$ cat config.mk
export PLATFORM = sky130hd
export DESIGN_NAME = multicycle_ctrl
export DESIGN_NICKNAME = d
export VERILOG_FILES = /design/src/rtl/ctrl_pkg.sv /design/src/rtl/ctrl_decode.sv /design/src/rtl/multicycle_ctrl.sv
export SDC_FILE = /design/constraint.sdc
export NUM_CORES = 1
export LEC_CHECK = 0
export BUFFER_PORTS_ARGS = -buffer_cell sky130_fd_sc_hd__buf_2
export CORE_UTILIZATION = 50
export DETAILED_ROUTE_END_ITERATION = 6
export PLACE_DENSITY = 0.91
export SYNTH_ARGS = -nofsm -noshare
export SYNTH_HDL_FRONTEND = slang
export SYNTH_SLANG_ARGS = --single-unit
export TNS_END_PERCENT = 10
$ cat constraint.sdc
create_clock -name clk -period 2.4 [get_ports clk]
set_input_delay 0.12 -clock clk [delete_from_list [all_inputs] [get_ports clk]]
set_output_delay 0.12 -clock clk [all_outputs]
set_load 0.01 [all_outputs]
$ cat src/rtl/ctrl_pkg.sv
// Shared types and constants for the multicycle datapath controller.
package ctrl_pkg;

    localparam int unsigned OPC_W = 11;

    typedef enum logic [2:0] {
        S_IDLE   = 3'd0,
        S_FETCH  = 3'd1,
        S_DECODE = 3'd2,
        S_EXEC   = 3'd3,
        S_MEM    = 3'd4,
        S_WB     = 3'd5,
        S_HALT   = 3'd6
    } state_e;

    typedef enum logic [2:0] {
        CLS_R   = 3'd0,
        CLS_LD  = 3'd1,
        CLS_ST  = 3'd2,
        CLS_CBZ = 3'd3,
        CLS_B   = 3'd4,
        CLS_ILL = 3'd5
    } iclass_e;

    localparam logic [OPC_W-1:0] OPC_ADD  = 11'b10001011000;
    localparam logic [OPC_W-1:0] OPC_SUB  = 11'b11001011000;
    localparam logic [OPC_W-1:0] OPC_AND  = 11'b10001010000;
    localparam logic [OPC_W-1:0] OPC_ORR  = 11'b10101010000;
    localparam logic [OPC_W-1:0] OPC_LDUR = 11'b11111000010;
    localparam logic [OPC_W-1:0] OPC_STUR = 11'b11111000000;
    localparam logic [7:0]       OPC_CBZ_PFX = 8'b10110100;
    localparam logic [5:0]       OPC_B_PFX   = 6'b000101;

    localparam logic [1:0] ALU_ADD   = 2'b00;
    localparam logic [1:0] ALU_PASSB = 2'b01;
    localparam logic [1:0] ALU_RTYPE = 2'b10;

endpackage

$ cat src/rtl/ctrl_decode.sv
// Combinational opcode -> instruction class decoder.
module ctrl_decode
    import ctrl_pkg::*;
(
    input  logic [10:0] opcode,
    output logic [2:0]  cls_c
);

    always_comb begin
        cls_c = CLS_ILL;
        if (opcode == OPC_ADD || opcode == OPC_SUB ||
            opcode == OPC_AND || opcode == OPC_ORR) begin
            cls_c = CLS_R;
        end else if (opcode == OPC_LDUR) begin
            cls_c = CLS_LD;
        end else if (opcode == OPC_STUR) begin
            cls_c = CLS_ST;
        end else if (opcode[10:3] == OPC_CBZ_PFX) begin
            cls_c = CLS_CBZ;
        end else if (opcode[10:5] == OPC_B_PFX) begin
            cls_c = CLS_B;
        end
    end

endmodule

$ cat src/rtl/multicycle_ctrl.sv
// Multicycle controller: fetch/decode/exec/mem/wb sequencing with memory timeout.
// Optional performance counters enabled by defining MULTICYCLE_CTRL_PERF_EN.
module multicycle_ctrl
    import ctrl_pkg::*;
#(
    parameter int unsigned WAIT_LIMIT = 15
) (
    input  logic        clk,
    input  logic        rst_n,
    input  logic        run,
    input  logic [10:0] opcode,
    input  logic        zero,
    input  logic        mem_ready,
    output logic        mem_req,
    output logic        mem_we,
    output logic        mem_sel,
    output logic        ir_we,
    output logic        pc_we,
    output logic        pc_src,
    output logic        reg_we,
    output logic        reg2_loc,
    output logic        alu_src,
    output logic        mem_to_reg,
    output logic [1:0]  alu_op,
    output logic        retire,
    output logic        illegal,
    output logic        timeout,
    output logic [2:0]  state
`ifdef MULTICYCLE_CTRL_PERF_EN
    ,
    output logic [31:0] cycle_cnt,
    output logic [31:0] instr_cnt
`endif
);

    // Counter only ever holds up to WAIT_LIMIT-1 pending cycles.
    localparam int unsigned WAIT_W = (WAIT_LIMIT > 1) ? $clog2(WAIT_LIMIT) : 1;
    localparam logic [WAIT_W-1:0] WAIT_LAST = WAIT_W'(WAIT_LIMIT - 1);

    state_e            state_q, state_d, ret_next;
    iclass_e           cls_q, cls_d;
    logic [WAIT_W-1:0] wait_q, wait_d;
    logic              illegal_q, illegal_d;
    logic              timeout_q, timeout_d;
    logic              run_ok_q, run_ok_d;
    logic [2:0]        dec_cls_c;

    ctrl_decode u_decode (
        .opcode (opcode),
        .cls_c  (dec_cls_c)
    );

    always_ff @(posedge clk or negedge rst_n) begin
        if (!rst_n) begin
            state_q   <= S_IDLE;
            cls_q     <= CLS_R;
            wait_q    <= '0;
            illegal_q <= 1'b0;
            timeout_q <= 1'b0;
            run_ok_q  <= 1'b0;
        end else begin
            state_q   <= state_d;
            cls_q     <= cls_d;
            wait_q    <= wait_d;
            illegal_q <= illegal_d;
            timeout_q <= timeout_d;
            run_ok_q  <= run_ok_d;
        end
    end

    always_comb begin
        state_d    = state_q;
        cls_d      = cls_q;
        wait_d     = wait_q;
        illegal_d  = illegal_q;
        timeout_d  = timeout_q;
        run_ok_d   = 1'b1;
        ret_next   = run ? S_FETCH : S_IDLE;
        mem_req    = 1'b0;
        mem_we     = 1'b0;
        mem_sel    = 1'b0;
        ir_we      = 1'b0;
        pc_we      = 1'b0;
        pc_src     = 1'b0;
        reg_we     = 1'b0;
        reg2_loc   = 1'b0;
        alu_src    = 1'b0;
        mem_to_reg = 1'b0;
        alu_op     = ALU_ADD;
        retire     = 1'b0;

        case (state_q)
            // run_ok_q holds off the first fetch for one edge after reset release
            S_IDLE: if (run && run_ok_q) state_d = S_FETCH;
            S_FETCH: begin
                mem_req = 1'b1;
                if (mem_ready) begin
                    ir_we   = 1'b1;
                    pc_we   = 1'b1;
                    state_d = S_DECODE;
                end else if (wait_q == WAIT_LAST) begin
                    timeout_d = 1'b1;
                    state_d   = S_HALT;
                end else begin
                    wait_d = wait_q + WAIT_W'(1);
                end
            end
            S_DECODE: begin
                cls_d = iclass_e'(dec_cls_c);
                if (iclass_e'(dec_cls_c) == CLS_ILL) begin
                    illegal_d = 1'b1;
                    state_d   = S_HALT;
                end else begin
                    state_d = S_EXEC;
                end
            end
            S_EXEC: begin
                case (cls_q)
                    CLS_R: begin
                        alu_op  = ALU_RTYPE;
                        state_d = S_WB;
                    end
                    CLS_LD, CLS_ST: begin
                        alu_src  = 1'b1;
                        reg2_loc = (cls_q == CLS_ST);
                        state_d  = S_MEM;
                    end
                    CLS_CBZ: begin
                        alu_op   = ALU_PASSB;
                        reg2_loc = 1'b1;
                        pc_we    = zero;
                        pc_src   = 1'b1;
                        retire   = 1'b1;
                        state_d  = ret_next;
                    end
                    CLS_B: begin
                        pc_we   = 1'b1;
                        pc_src  = 1'b1;
                        retire  = 1'b1;
                        state_d = ret_next;
                    end
                    default: state_d = S_HALT;
                endcase
            end
            S_MEM: begin
                mem_req  = 1'b1;
                mem_sel  = 1'b1;
                alu_src  = 1'b1;
                mem_we   = (cls_q == CLS_ST);
                reg2_loc = (cls_q == CLS_ST);
                if (mem_ready) begin
                    if (cls_q == CLS_ST) begin
                        retire  = 1'b1;
                        state_d = ret_next;
                    end else begin
                        state_d = S_WB;
                    end
                end else if (wait_q == WAIT_LAST) begin
                    timeout_d = 1'b1;
                    state_d   = S_HALT;
                end else begin
                    wait_d = wait_q + WAIT_W'(1);
                end
            end
            S_WB: begin
                reg_we     = 1'b1;
                mem_to_reg = (cls_q == CLS_LD);
                retire     = 1'b1;
                state_d    = ret_next;
            end
            S_HALT: state_d = S_HALT;
            default: state_d = S_IDLE;
        endcase

        // Any state change starts a fresh wait window.
        if (state_d != state_q) wait_d = '0;
    end

    assign illegal = illegal_q;
    assign timeout = timeout_q;
    assign state   = state_q;

`ifdef MULTICYCLE_CTRL_PERF_EN
    logic [31:0] cycle_cnt_q, cycle_cnt_d;
    logic [31:0] instr_cnt_q, instr_cnt_d;

    always_comb begin
        cycle_cnt_d = cycle_cnt_q;
        instr_cnt_d = instr_cnt_q;
        if (state_q != S_IDLE && state_q != S_HALT) cycle_cnt_d = cycle_cnt_q + 32'd1;
        if (retire) instr_cnt_d = instr_cnt_q + 32'd1;
    end

    always_ff @(posedge clk or negedge rst_n) begin
        if (!rst_n) begin
            cycle_cnt_q <= '0;
            instr_cnt_q <= '0;
        end else begin
            cycle_cnt_q <= cycle_cnt_d;
            instr_cnt_q <= instr_cnt_d;
        end
    end

    assign cycle_cnt = cycle_cnt_q;
    assign instr_cnt = instr_cnt_q;
`endif

endmodule

==> impl_metrics.yaml <==
power_and_ir_drop:
  power.share.sequential: 0.337
  leakage_nw: 0.602
  sw_frac_of_total: 0.474
  pwr-share-clk: 0.113
  power_frac_comb: 0.550
  intPower_w: 0.000602
  switchingPower_w: 0.000542
  ir_drop_mv: 0.431
  power_density_nw_per_um2: 899
layout:
  layout_common_cells: "33 x buf_2, 19 x nor2_1, 18 x nand2_1"
  antennaDiodeCount: 0
  fin_util: 0.642
  nets: 193
  stdcell_count: 201
  drive_gt1_frac: 0.247
  layout_commonest_cell: "buf_2"
  area_delta_synth_final_pct: 19.1
sta:
  worst_hold_slack_ns: 0.240
  rsz0062_at_grt: "no"
  setup-violations-final: 0
  post-route-period-util: 0.821
  finalCriticalPeriod_ns: 1.97
  fmax_mhz: 508
  setup_tns_ns: 0
  hold_viol_final: 0
  drv_slew: 0
  fin_skew_ns: 0.0159
synthesis:
  yosysSeqAreaShare: 0.304
  syn_area_um2: 1070
  syn-num-nets: 160
  ys_seq_elements: 13
  synth_area_per_cell_um2: 7.52
  syn_inst: 142
  synth_warnings: 0
  async_flop_share: 1.00
  synth_edf_count: 0
  synthFlopType: "dfrtp_1"
  post_synth_num_cell_types: 45
routing:
  drc: 0
  dr.pass1.iters: 4
  antenna_left: 0
  wirelength_um: 2360
  vias_per_cell: 5.59
  drtIter0Drc: 28
  num_vias: 1124
  wl_per_cell_um: 11.8
worst_setup_path:
  crit_path_end_kind: "flop"
  cpPeakStageDelay_ns: 0.50
  crit_chain: "and3b_1 -> a21oi_2 -> or4_4 -> a31o_1 -> o21a_2 -> nor3_1"
  slowest_stage: "or4_4"
  crit_required_ns: 2.58
  critPathLaunchType: "flop"
  worstPathArrival_ns: 2.15
  path_class: "flop to flop"
  path_max_fanout: 10
clock_network:
  cts_htree_levels: 1
  clock_path_buffers: 2
  cts.sinks: 13
  clkSlewWorstSetupHoldPaths_ns: 0.08
  root_buffer: "clkbuf_4"
  cts_buffers: 3
  cts_tree: "done"
  clk_latency_ns: 0.27
  cts_setup_buffers: 0
die:
  die_h_um: 48.2
  dieArea_um2: 2330
  core_um2: 1980
  fp-row-count: 16
  initial_utilization: 0.539
  die_x_um: 48.2
  num_io_pins: 34
run_status:
  status: "completed"
grt:
  antenna_found_initial: 0
  grt_max_degree: 14
  grt_usage: 0.218
  grt_pass1_vias: 926
  grt_pass1_wl_um: 3630
  grt_overflow_total: 0
placed_design:
  place_congestion: 0.961
  io_buffers: 33
  placed_cells: 196
  dp_hpwl_um: 1930
min_path:
  hold_path_class: "input pin to flop"
flow_run:
  cap_violations: 0
==> through the flow <==
stage | worst slack, ns | power [W] | cell area, um2
after global routing | 0.330 | 0.00124 | 1270
after detailed placement | 0.417 | 0.00101 | 1240
after CTS | 0.423 | 0.00114 | 1270
after global placement | 0.530 | 0.000990 | 1240
final | 0.430 | 0.00114 | 1270
after floorplan | 0.564 | 0.000853 | 1070
==> path summary, 6_finish.rpt <==
check | from | end | slack [ns] | cells after the start
min in group asynchronous | rst_n | wait_q[2] | 0.25 | 2
worst max-delay path | cls_q[2] | wait_q[2] | 0.43 | 6
worst min-delay path | opcode[4] | cls_q[1] | 0.24 | 3
worst max register to register | cls_q[2] | wait_q[2] | 0.43 | 6
max in group asynchronous | rst_n | cls_q[0] | 1.91 | 2
worst min register to register | illegal | illegal | 0.46 | 1
==> critical path: cells and delay by family (launching register included) <==
family,cells,cell delay (ns)
simple gates,3,1.02
flops,1,0.47
compound gates,3,0.41
==> layer usage <==
layer	global-route usage	vias up	wire length, um
met1	0.264	499	1050
li1	-	566	-
met5	0	-	0
met3	0.0259	2	140
met4	0.0667	0	10
met2	0.400	57	1160
==> layout make-up <==
class                      instances  area (um2)
tap                               27        33.8
fill                             166         709
sequential                        13         325
clock buffer                       4        26.3
multi-input combinational        114         674
timing repair buffer              35         183
inverter                           8        30.0
==> power groups by stage <==
stage / combinational, W / sequential [W] / clock [W]
finish: 0.000629 / 0.000385 / 0.000129
floorplan: 0.000539 / 0.000314 / 0
CTS: 0.000627 / 0.000382 / 0.000127
global placement: 0.000611 / 0.000378 / 0
global route: 0.000705 / 0.000393 / 0.000143
detailed placement: 0.000623 / 0.000385 / 0
==> registers in the layout (all words and copies together) (netlist names) <==
signal    flops
illegal       1
state         3
cls_q         3
timeout       1
run_ok_q      1
wait_q        4
==> logic make-up (layout without fill, tap and decap cells) <==
| logic type | after synthesis | count (layout) | share of synthesized area |
|---|---|---|---|
| compound gates | 35 | 35 | 0.210 |
| flops | 13 | 13 | 0.304 |
| other cells | 1 | 1 | 0.00351 |
| xor+xnor | 4 | 4 | 0.0328 |
| buf+inv | 15 | 47 | 0.0644 |
| simple gates | 71 | 71 | 0.352 |
| mux | 1 | 1 | 0.00937 |
| fa+ha+maj | 2 | 2 | 0.0234 |
==> timing repair <==
action,in CTS,in global routing
hold buffers,1,0
gates resized for setup,0,0
hold endpoints to repair,13,0
==> synthesized netlist by cell type (2+ instances only) <==
master    number  share of area
nor2_1        19          0.067
nand2b_1       4          0.023
xor2_1         2          0.016
nand3b_1       2          0.014
nand3_1        5          0.023
nand2_1       18          0.063
and3b_1        2          0.016
xnor2_1        2          0.016
or2_1          2          0.012
inv_1          6          0.021
a21oi_1        5          0.023
o31a_1         2          0.016
ha_1           2          0.023
o31ai_1        3          0.021
a31oi_1        3          0.018
clkbuf_1       2         0.0070
buf_2          4          0.019
nor2b_1        2          0.012
dfrtp_1       13           0.30
nor3_1         5          0.023
o21ai_0       11          0.052
a22oi_1        2          0.014
o211ai_1       3          0.021
nand4_1        2          0.012
No activity file was read; power rests on OpenSTA's default activity.
